## src/rtl/mcu_pkg.sv

```systemverilog
// Shared types and encodings for the multicycle RV32I control unit.
package mcu_pkg;

    typedef enum logic [3:0] {
        S_FETCH,
        S_DECODE,
        S_MEMADR,
        S_MEMRD,
        S_MEMWB,
        S_MEMWR,
        S_EXECR,
        S_EXECI,
        S_ALUWB,
        S_BRANCH,
        S_JAL,
        S_JALR_TGT,
        S_JALR_LNK,
        S_LUI,
        S_TRAP
    } state_t;

    localparam logic [6:0] OP_R      = 7'b0110011;
    localparam logic [6:0] OP_I      = 7'b0010011;
    localparam logic [6:0] OP_LOAD   = 7'b0000011;
    localparam logic [6:0] OP_STORE  = 7'b0100011;
    localparam logic [6:0] OP_BRANCH = 7'b1100011;
    localparam logic [6:0] OP_JAL    = 7'b1101111;
    localparam logic [6:0] OP_JALR   = 7'b1100111;
    localparam logic [6:0] OP_LUI    = 7'b0110111;
    localparam logic [6:0] OP_AUIPC  = 7'b0010111;

    typedef enum logic [3:0] {
        ALU_ADD  = 4'd0,
        ALU_SUB  = 4'd1,
        ALU_AND  = 4'd2,
        ALU_OR   = 4'd3,
        ALU_XOR  = 4'd4,
        ALU_SLT  = 4'd5,
        ALU_SLTU = 4'd6,
        ALU_SLL  = 4'd7,
        ALU_SRL  = 4'd8,
        ALU_SRA  = 4'd9
    } alu_ctrl_t;

    // Which kind of ALU operation the current state asks for.
    typedef enum logic [1:0] {
        ALU_CLS_ADD,
        ALU_CLS_SUB,
        ALU_CLS_R,
        ALU_CLS_I
    } alu_class_t;

    typedef enum logic [2:0] {
        IMM_I = 3'b000,
        IMM_S = 3'b001,
        IMM_B = 3'b010,
        IMM_J = 3'b011,
        IMM_U = 3'b100
    } imm_src_t;

    localparam logic [1:0] SRCA_PC    = 2'b00;
    localparam logic [1:0] SRCA_OLDPC = 2'b01;
    localparam logic [1:0] SRCA_RS1   = 2'b10;
    localparam logic [1:0] SRCA_ZERO  = 2'b11;

    localparam logic [1:0] SRCB_RS2   = 2'b00;
    localparam logic [1:0] SRCB_IMM   = 2'b01;
    localparam logic [1:0] SRCB_FOUR  = 2'b10;

    localparam logic [1:0] RES_ALUOUT    = 2'b00;
    localparam logic [1:0] RES_DATA      = 2'b01;
    localparam logic [1:0] RES_ALURESULT = 2'b10;

    // funct3 010/011 are not real branches and are never taken.
    function automatic logic branch_taken(input logic [2:0] funct3, input logic zero,
                                          input logic lt, input logic ltu);
        logic taken;
        case (funct3)
            3'b000:  taken = zero;
            3'b001:  taken = ~zero;
            3'b100:  taken = lt;
            3'b101:  taken = ~lt;
            3'b110:  taken = ltu;
            3'b111:  taken = ~ltu;
            default: taken = 1'b0;
        endcase
        return taken;
    endfunction

endpackage

```

## src/rtl/mcu_aludec.sv

```systemverilog
// ALU operation decode from instruction class and funct fields.
module mcu_aludec
    import mcu_pkg::*;
(
    input  alu_class_t  i_class,
    input  logic [2:0]  i_funct3,
    input  logic        i_funct7_5,
    output alu_ctrl_t   o_alu_ctrl
);

    always_comb begin
        o_alu_ctrl = ALU_ADD;
        case (i_class)
            ALU_CLS_SUB: o_alu_ctrl = ALU_SUB;
            ALU_CLS_R, ALU_CLS_I: begin
                case (i_funct3)
                    // addi has no subtract form; funct7_5 there is immediate bits.
                    3'b000:  o_alu_ctrl = (i_class == ALU_CLS_R && i_funct7_5) ? ALU_SUB : ALU_ADD;
                    3'b001:  o_alu_ctrl = ALU_SLL;
                    3'b010:  o_alu_ctrl = ALU_SLT;
                    3'b011:  o_alu_ctrl = ALU_SLTU;
                    3'b100:  o_alu_ctrl = ALU_XOR;
                    3'b101:  o_alu_ctrl = i_funct7_5 ? ALU_SRA : ALU_SRL;
                    3'b110:  o_alu_ctrl = ALU_OR;
                    default: o_alu_ctrl = ALU_AND;
                endcase
            end
            default: o_alu_ctrl = ALU_ADD;
        endcase
    end

endmodule

```

## src/rtl/multicycle_controlunit.sv

```systemverilog
// Multicycle RV32I control FSM with memory ready handshake and optional timeout.
// Optional illegal-instruction trap state enabled by defining MCU_ILLEGAL_TRAP_EN.
module multicycle_controlunit
    import mcu_pkg::*;
#(
    parameter int MEM_HANDSHAKE = 1,
    parameter int WAIT_TIMEOUT  = 0
) (
    input  logic       clk,
    input  logic       rst,
    input  logic [6:0] op,
    input  logic [2:0] funct3,
    input  logic       funct7_5,
    input  logic       Zero,
    input  logic       Lt,
    input  logic       LtU,
    input  logic       mem_ready,
    output logic       PCWrite,
    output logic       AdrSrc,
    output logic       IRWrite,
    output logic       MemWrite,
    output logic       RegWrite,
    output logic [1:0] ResultSrc,
    output logic [1:0] ALUSrcA,
    output logic [1:0] ALUSrcB,
    output logic [2:0] ImmSrc,
    output logic [3:0] ALUControl,
    output logic       instr_done,
`ifdef MCU_ILLEGAL_TRAP_EN
    output logic       illegal,
`endif
    output logic       bus_err
);

    localparam bit TO_EN = (WAIT_TIMEOUT > 0);
    localparam int CNT_W = TO_EN ? $clog2(WAIT_TIMEOUT + 1) : 1;

    state_t           r_state;
    logic [CNT_W-1:0] r_cnt;
    logic             r_bus_err;

    logic       w_ready;
    logic       w_mem_state;
    logic       w_timeout;
    logic       w_we_ok;
    logic       w_pcw, w_irw, w_mw, w_rw, w_done;
    alu_class_t w_alu_class;
    alu_ctrl_t  w_alu_ctrl;
    imm_src_t   w_imm;

    assign w_ready     = (MEM_HANDSHAKE == 0) ? 1'b1 : mem_ready;
    assign w_mem_state = (r_state == S_FETCH) || (r_state == S_MEMRD) || (r_state == S_MEMWR);
    assign w_timeout   = TO_EN && w_mem_state && (r_cnt == CNT_W'(WAIT_TIMEOUT));
    // Write enables are suppressed on reset and on the timeout abort cycle.
    assign w_we_ok     = !rst && !w_timeout;

    always_ff @(posedge clk) begin
        if (rst) begin
            r_state   <= S_FETCH;
            r_cnt     <= '0;
            r_bus_err <= 1'b0;
        end else if (w_timeout) begin
            r_state   <= S_FETCH;
            r_cnt     <= '0;
            r_bus_err <= 1'b1;
        end else begin
            if (TO_EN && w_mem_state && !w_ready)
                r_cnt <= r_cnt + CNT_W'(1);
            else
                r_cnt <= '0;

            case (r_state)
                S_FETCH:  if (w_ready) r_state <= S_DECODE;
                S_DECODE: begin
                    case (op)
                        OP_LOAD, OP_STORE: r_state <= S_MEMADR;
                        OP_R:              r_state <= S_EXECR;
                        OP_I:              r_state <= S_EXECI;
`ifdef MCU_ILLEGAL_TRAP_EN
                        OP_BRANCH:         r_state <= (funct3[2:1] == 2'b01) ? S_TRAP : S_BRANCH;
`else
                        OP_BRANCH:         r_state <= S_BRANCH;
`endif
                        OP_JAL:            r_state <= S_JAL;
                        OP_JALR:           r_state <= S_JALR_TGT;
                        OP_LUI:            r_state <= S_LUI;
                        OP_AUIPC:          r_state <= S_ALUWB;
`ifdef MCU_ILLEGAL_TRAP_EN
                        default:           r_state <= S_TRAP;
`else
                        default:           r_state <= S_FETCH;
`endif
                    endcase
                end
                S_MEMADR:   r_state <= (op == OP_LOAD) ? S_MEMRD : S_MEMWR;
                S_MEMRD:    if (w_ready) r_state <= S_MEMWB;
                S_MEMWB:    r_state <= S_FETCH;
                S_MEMWR:    if (w_ready) r_state <= S_FETCH;
                S_EXECR:    r_state <= S_ALUWB;
                S_EXECI:    r_state <= S_ALUWB;
                S_ALUWB:    r_state <= S_FETCH;
                S_BRANCH:   r_state <= S_FETCH;
                S_JAL:      r_state <= S_ALUWB;
                S_JALR_TGT: r_state <= S_JALR_LNK;
                S_JALR_LNK: r_state <= S_FETCH;
                S_LUI:      r_state <= S_ALUWB;
                S_TRAP:     r_state <= S_TRAP;
                default:    r_state <= S_FETCH;
            endcase
        end
    end

    mcu_aludec u_aludec (
        .i_class    (w_alu_class),
        .i_funct3   (funct3),
        .i_funct7_5 (funct7_5),
        .o_alu_ctrl (w_alu_ctrl)
    );

    always_comb begin
        w_pcw       = 1'b0;
        w_irw       = 1'b0;
        w_mw        = 1'b0;
        w_rw        = 1'b0;
        w_done      = 1'b0;
        AdrSrc      = 1'b0;
        ResultSrc   = RES_ALUOUT;
        ALUSrcA     = SRCA_PC;
        ALUSrcB     = SRCB_RS2;
        w_imm       = IMM_I;
        w_alu_class = ALU_CLS_ADD;
        case (r_state)
            S_FETCH: begin
                ALUSrcB   = SRCB_FOUR;
                ResultSrc = RES_ALURESULT;
                w_irw     = w_ready;
                w_pcw     = w_ready;
            end
            S_DECODE: begin
                ALUSrcA = SRCA_OLDPC;
                ALUSrcB = SRCB_IMM;
                case (op)
                    OP_BRANCH: w_imm = IMM_B;
                    OP_JAL:    w_imm = IMM_J;
                    OP_AUIPC:  w_imm = IMM_U;
                    default:   w_imm = IMM_I;
                endcase
            end
            S_MEMADR: begin
                ALUSrcA = SRCA_RS1;
                ALUSrcB = SRCB_IMM;
                w_imm   = (op == OP_STORE) ? IMM_S : IMM_I;
            end
            S_MEMRD: AdrSrc = 1'b1;
            S_MEMWB: begin
                ResultSrc = RES_DATA;
                w_rw      = 1'b1;
                w_done    = 1'b1;
            end
            S_MEMWR: begin
                AdrSrc = 1'b1;
                w_mw   = 1'b1;
                w_done = w_ready;
            end
            S_EXECR: begin
                ALUSrcA     = SRCA_RS1;
                w_alu_class = ALU_CLS_R;
            end
            S_EXECI: begin
                ALUSrcA     = SRCA_RS1;
                ALUSrcB     = SRCB_IMM;
                w_alu_class = ALU_CLS_I;
            end
            S_ALUWB: begin
                w_rw   = 1'b1;
                w_done = 1'b1;
            end
            S_BRANCH: begin
                ALUSrcA     = SRCA_RS1;
                w_alu_class = ALU_CLS_SUB;
                w_pcw       = branch_taken(funct3, Zero, Lt, LtU);
                w_done      = 1'b1;
            end
            S_JAL: begin
                ALUSrcA = SRCA_OLDPC;
                ALUSrcB = SRCB_FOUR;
                w_pcw   = 1'b1;
            end
            S_JALR_TGT: begin
                ALUSrcA   = SRCA_RS1;
                ALUSrcB   = SRCB_IMM;
                ResultSrc = RES_ALURESULT;
                w_pcw     = 1'b1;
            end
            // Link computed from OldPC so the target write cannot clobber it when rd==rs1.
            S_JALR_LNK: begin
                ALUSrcA   = SRCA_OLDPC;
                ALUSrcB   = SRCB_FOUR;
                ResultSrc = RES_ALURESULT;
                w_rw      = 1'b1;
                w_done    = 1'b1;
            end
            S_LUI: begin
                ALUSrcA = SRCA_ZERO;
                ALUSrcB = SRCB_IMM;
                w_imm   = IMM_U;
            end
            default: ;
        endcase
    end

    assign PCWrite    = w_pcw  & w_we_ok;
    assign IRWrite    = w_irw  & w_we_ok;
    assign MemWrite   = w_mw   & w_we_ok;
    assign RegWrite   = w_rw   & w_we_ok;
    assign instr_done = w_done & w_we_ok;
    assign ImmSrc     = w_imm;
    assign ALUControl = w_alu_ctrl;
    assign bus_err    = r_bus_err;
`ifdef MCU_ILLEGAL_TRAP_EN
    assign illegal    = (r_state == S_TRAP);
`endif

endmodule

```

## config.mk

```make
export PLATFORM = sky130hd
export DESIGN_NAME = multicycle_controlunit
export DESIGN_NICKNAME = d
export VERILOG_FILES = /design/src/rtl/mcu_pkg.sv /design/src/rtl/mcu_aludec.sv /design/src/rtl/multicycle_controlunit.sv
export SDC_FILE = /design/constraint.sdc
export NUM_CORES = 1
export LEC_CHECK = 0
export CAP_MARGIN = 20
export CORE_MARGIN = 2
export CORE_UTILIZATION = 35
export CTS_CLUSTER_DIAMETER = 120
export DETAILED_ROUTE_END_ITERATION = 12
export PLACE_DENSITY_LB_ADDON = 0.1
export REMOVE_ABC_BUFFERS = 1
export SLEW_MARGIN = 20
export SYNTH_ARGS = -nofsm -noshare
export SYNTH_HDL_FRONTEND = slang
export SYNTH_SLANG_ARGS = --single-unit
```

## constraint.sdc

```tcl
create_clock -name clk -period 3.6 [get_ports clk]
set_input_delay 0.36 -clock clk [delete_from_list [all_inputs] [get_ports clk]]
set_output_delay 0.36 -clock clk [all_outputs]
set_load 0.03 [all_outputs]
```

==> impl_metrics.env, run 1 <==
export IMPL_avgRoutedWirePerCell_um=11.7
export IMPL_synth_cell_types=47
export IMPL_h_tree_depth=1
export IMPL_powerDensity_mw_per_mm2=158
export IMPL_final_setup_skew_ps=6.17
export IMPL_syn_to_final_growth_pct=44.4
export IMPL_period_minus_slack_ps=2890
export IMPL_initial_core_util_pct=36.6
export IMPL_tightest_slew_ps=613
export IMPL_chipWidth_um=51.8
export IMPL_wirelength_um=2090
export IMPL_clock_fmax_mhz=346
export IMPL_cts_tree="done"
export IMPL_worstPathRequired_ps=3240
export IMPL_yosysWarnings=0
export IMPL_route_detailed_drc=0
export IMPL_die_area_mm2=0.00269
export IMPL_period_share_pct=80.3
export IMPL_fin_tns_setup_ps=0
export IMPL_maxSlewViolCount=0
export IMPL_reg_top3="r_state: 4 flops"
export IMPL_hold_viol_final=0
export IMPL_final_area_mm2=0.00116
export IMPL_vdd_ir_drop_max_mv=0.235
export IMPL_grt_pass1_vias=854
export IMPL_place_area_mm2=0.00113
export IMPL_syn_area_um2=801
export IMPL_synth_cells=124
export IMPL_ys_async_sr_fraction_pct=0
export IMPL_clkSinkCount=4
export IMPL_largest_reg_flops=4
export IMPL_drt_iter0_drc=14
export IMPL_rsz0062_at_grt="false"
export IMPL_antenna_found_initial=0
export IMPL_hold_buffers=0
export IMPL_die_y_um=51.8
export IMPL_grt_max_degree=22
export IMPL_synth_ff_type="dfxtp_1"
export IMPL_slew_limit_headroom_pct=59.1
export IMPL_clk_latency_ps=240
export IMPL_post_cts_buffers=0
export IMPL_cts_made_buffers=3
export IMPL_path_class="reg -> out"
export IMPL_cp_arrival_ps=2530
export IMPL_leakage_nw=0.403
export IMPL_synth_edf_count=0
export IMPL_gp_congestion=0.784
export IMPL_num_vias=980
export IMPL_ys_seq_area_share_pct=10.0
export IMPL_antenna_cells=0
export IMPL_hold_path_class="reg -> reg"
export IMPL_largest_register="r_state"
export IMPL_cts_repair_resized=0
export IMPL_ctsLongestPathBuffers=2
export IMPL_row_count=17
export IMPL_post_route_util_pct=52.8
export IMPL_dp_hpwl_um=1610
export IMPL_overflow=0
export IMPL_finalSetupViolCount=0
export IMPL_grt_usage_pct=17.1
export IMPL_grt_first_pass_wirelength_um=3640
export IMPL_start_kind="flip-flop"
export IMPL_root_buffer="clkbuf_4"
export IMPL_pin_count=37
export IMPL_path_clk_slew_ps=40
export IMPL_dr_pass1_iters=4
export IMPL_ant_nets=0
export IMPL_crit_path_end_kind="output port"
export IMPL_outcome="complete, no violations"
export IMPL_ff2ff_path_depth=4
export IMPL_nets=170
export IMPL_drive_above_1_share_pct=5.30
export IMPL_fp_coreArea_mm2=0.00219
export IMPL_cp_max_fo=18
export IMPL_hold_depth=2
export IMPL_vias_per_cell=5.47
export IMPL_synth_seq_cells=4
export IMPL_synth_avg_cell_area_um2=6.46
export IMPL_maxCapViolCount=0
export IMPL_io_buffer_count=35
==> critical path, cell delays in order (launching register included) <==
cell	delay [ps]
dfxtp_1	650
nor4b_1	500
nand2_1	200
nor2_1	120
a32o_1	170
clkdlybuf4s50_1	660
==> cell usage after synthesis (2+ instances only) <==
master     n  area, µm²
nand3b_1   2       15.0
nor4_1     2       12.5
buf_1      2       7.51
nor4b_1    2       17.5
nor2b_1    2       12.5
nor2_1    13       48.8
a21oi_1    9       45.0
nand2b_1   7       43.8
xnor2_1    2       17.5
clkbuf_1   5       18.8
a31oi_1    5       31.3
inv_1      6       22.5
o32ai_1    2       17.5
mux2i_1    2       20.0
and2_1     2       12.5
dfxtp_1    4       80.1
o31ai_1    2       15.0
o21ai_0    5       25.0
xor2_1     3       26.3
nand2_1   10       37.5
o21bai_1   2       15.0
buf_2      2       10.0
nor3_1     9       45.0
==> final cells by class <==
| class | instances | area [µm²] |
|---|---|---|
| tap | 28 | 35.0 |
| sequential | 4 | 80.1 |
| multi-input combinational | 102 | 638 |
| inverter | 6 | 22.5 |
| clock buffer | 3 | 22.5 |
| timing repair buffer | 36 | 358 |
| fill | 220 | 1030 |
==> metrics by stage <==
| step | cells | total power, mW | hold WS, ps | worst slack (ps) |
|---|---|---|---|---|
| after floorplan | 112 | 0.0879 | 428 | 1150 |
| after global placement | 176 | 0.127 | 736 | 860 |
| after detailed placement | 176 | 0.128 | 737 | 820 |
| after CTS | 179 | 0.185 | 741 | 711 |
| after global routing | 179 | 0.195 | 789 | 481 |
| final | 179 | 0.183 | 752 | 710 |
==> worst paths after layout <==
kind | startpoint | endpoint | slack (ps)
max | r_state[0] | ImmSrc[0] | 710
min | r_state[3] | r_state[3] | 750
max reg2reg | r_state[1] | r_state[2] | 1710
min reg2reg | r_state[3] | r_state[3] | 750
==> where the power goes <==
| group | switching (mW) | internal (mW) | total (mW) |
|---|---|---|---|
| clock network | 0.0182 | 0.0373 | 0.0555 |
| registers | 0.00374 | 0.0454 | 0.0492 |
| logic | 0.0393 | 0.0391 | 0.0784 |
==> kinds of logic after synthesis <==
logic type / after synthesis / share of synthesized area, %
other: 1 / 0.468
muxes: 2 / 2.50
xor gates and xnor gates: 5 / 5.47
buffers and inverters: 18 / 10.3
AOI/OAI and AO/OA: 37 / 32.5
DFF: 4 / 10.0
and+or+nand+nor: 57 / 38.8
==> per-layer routing <==
metal,vias to the layer above,part of all wire [%],track usage (%)
met3,0,5.1,3.74
li1,506,-,-
met4,0,0,0
met1,443,45,21.5
met5,-,0,0
met2,31,50,31.2
==> layout by cell type (no fill, tap or decap), types with 2 or more instances in the layout <==
cell type and n:
a21oi_1 9, a31oi_1 5, and2_1 2, clkbuf_4 3
clkdlybuf4s50_1 35, dfxtp_1 4, inv_1 6, mux2i_1 2
nand2_1 10, nand2b_1 7, nand3b_1 2, nor2_1 13
nor2b_1 2, nor3_1 9, nor4_1 2, nor4b_1 2
o21ai_0 5, o21bai_1 2, o31ai_1 2, o32ai_1 2
xnor2_1 2, xor2_1 3
(Power assumes the default switching activity.)
==> inputs of run 2 (changes only) <==
Clock period 3.6 ns to 2.9 ns, I/O delays scaled along.
==> impl_metrics.env, run 2 (synthesis results as in run 1) <==
export IMPL_hold_buffers=0
export IMPL_r2r_start="r_state[3]"
export IMPL_ctsLongestPathBuffers=2
export IMPL_root_buffer="clkbuf_4"
export IMPL_fin_hold_ws_ps=636
export IMPL_final_area_mm2=0.00119
export IMPL_vdd_ir_drop_max_mv=0.280
export IMPL_hold_path_class="reg -> reg"
export IMPL_setup_worst_path_start="funct3[1]"
export IMPL_vias_per_cell=5.36
export IMPL_fin_tns_setup_ps=0
export IMPL_reg_top3="r_state: 4 flops"
export IMPL_die_area_mm2=0.00269
export IMPL_period_minus_slack_ps=2620
export IMPL_reg2reg_to="r_state[2]"
export IMPL_hp_start="r_state[0]"
export IMPL_final_common_cell="clkdlybuf4s50_1"
export IMPL_route_detailed_drc=0
export IMPL_maxSlewViolCount=0
export IMPL_gp_congestion=0.859
export IMPL_overflow=0
export IMPL_finalSetupViolCount=0
export IMPL_final_cell_count_no_fill=183
export IMPL_rsz0062_at_grt="false"
export IMPL_syn_to_final_growth_pct=48.9
export IMPL_chipWidth_um=51.8
export IMPL_power_mw=0.232
export IMPL_antenna_found_initial=0
export IMPL_avgRoutedWirePerCell_um=12.5
export IMPL_dp_hpwl_um=1770
export IMPL_cp_arrival_ps=2330
export IMPL_fp_coreArea_mm2=0.00219
export IMPL_largest_reg_flops=4
export IMPL_initial_core_util_pct=36.6
export IMPL_cts_made_buffers=3
export IMPL_grt_first_pass_wirelength_um=3730
export IMPL_path_clk_slew_ps=30
export IMPL_worstPathRequired_ps=2610
export IMPL_ant_nets=0
export IMPL_slew_limit_headroom_pct=58.9
export IMPL_maxCapViolCount=0
export IMPL_ff2ff_path_depth=4
export IMPL_crit_path_end_kind="output port"
export IMPL_hold_viol_final=0
export IMPL_dpl_cell_count=180
export IMPL_grt_max_degree=19
export IMPL_wirelength_um=2290
export IMPL_cp_max_fo=6
export IMPL_antenna_cells=0
export IMPL_h_tree_depth=1
export IMPL_io_buffer_count=35
export IMPL_largest_register="r_state"
export IMPL_powerDensity_mw_per_mm2=194
export IMPL_num_vias=981
export IMPL_drive_above_1_share_pct=8.39
export IMPL_grt_usage_pct=18.3
export IMPL_hold_depth=3
export IMPL_path_class="in -> out"
export IMPL_nets=174
export IMPL_dr_pass1_iters=4
export IMPL_place_area_mm2=0.00116
export IMPL_drt_iter0_drc=12
export IMPL_clk_latency_ps=240
export IMPL_row_count=17
export IMPL_pin_count=37
export IMPL_clock_fmax_mhz=382
export IMPL_leakage_nw=0.426
export IMPL_grt_pass1_vias=854
export IMPL_die_y_um=51.8
export IMPL_final_cell_mix="clkdlybuf4s50_1 (35), nor2_1 (13), nand2_1 (10)"
export IMPL_clkSinkCount=4
export IMPL_outcome="complete, no violations"
export IMPL_r2r_slack_ps=1140
export IMPL_start_kind="input port"
export IMPL_tightest_slew_ps=616
export IMPL_cts_tree="done"
export IMPL_final_setup_skew_ps=6.85
export IMPL_period_share_pct=90.3
export IMPL_whs_endpoint="r_state[0]"
-- run 2: cell count changes in the layout (fill, tap and decap cells not counted), sizes merged --
| cell | before | now |
|---|---|---|
| buf | 1 | 5 |
-- run 2: critical path, stage by stage --
cell,delay [ps]
clkdlybuf4s50_1,580
mux2i_1,240
xnor2_1,140
a21oi_1,80
o41ai_1,270
clkdlybuf4s50_1,730
-- run 2: power breakdown --
part | total (mW) | switching, mW | leakage [nW] | internal [mW]
clock network | 0.0698 | 0.0235 | 0.0138 | 0.0463
registers | 0.0574 | 0.00105 | 0.0325 | 0.0564
logic | 0.104 | 0.0533 | 0.380 | 0.0510
total | 0.232 | 0.0778 | 0.426 | 0.154
-- run 2: stage by stage --
stage          utilization [%]  setup slack [ps]
2_1_floorplan                -               518
3_3_place_gp              53.1               290
3_5_place_dp              53.1               270
4_1_cts                   54.1               173
5_1_grt                   54.4              28.8
6_report                  54.4               281
-- run 2: area by class of cell --
class / count / area, µm²
multi-input combinational: 102 / 644
timing repair buffer: 40 / 388
tap: 28 / 35.0
inverter: 6 / 22.5
clock buffer: 3 / 22.5
sequential: 4 / 80.1
fill: 226 / 998
-- run 2: how the worst max path moves through the flow --
stage,to,slack (ps),cells after the start
finish,PCWrite,280,6
CTS,ImmSrc[0],170,5
global route,PCWrite,30,3
floorplan,PCWrite,520,4
detailed placement,PCWrite,270,6
global placement,PCWrite,290,6
-- run 2: what timing repair did --
action,in CTS,in global routing
resized for setup,0,1
setup endpoints to repair,0,2
setup buffers,0,0
-- run 2: per-layer routing --
metal  wire, µm  track usage (%)  part of all wire, %  vias up
li1           -                -                    -      517
met1       1040             22.2                   45      440
met2       1150             32.7                   50       24
met3        102             4.60                  4.5        0
met4          0             2.63                    0        0
met5          0                0                    0        -
==> inputs of run 3 (changes only) <==
Settings changed: ABC_AREA set to 0.
==> results of run 3 <==
Final layout, timing and power as in run 2 (identical DEF).
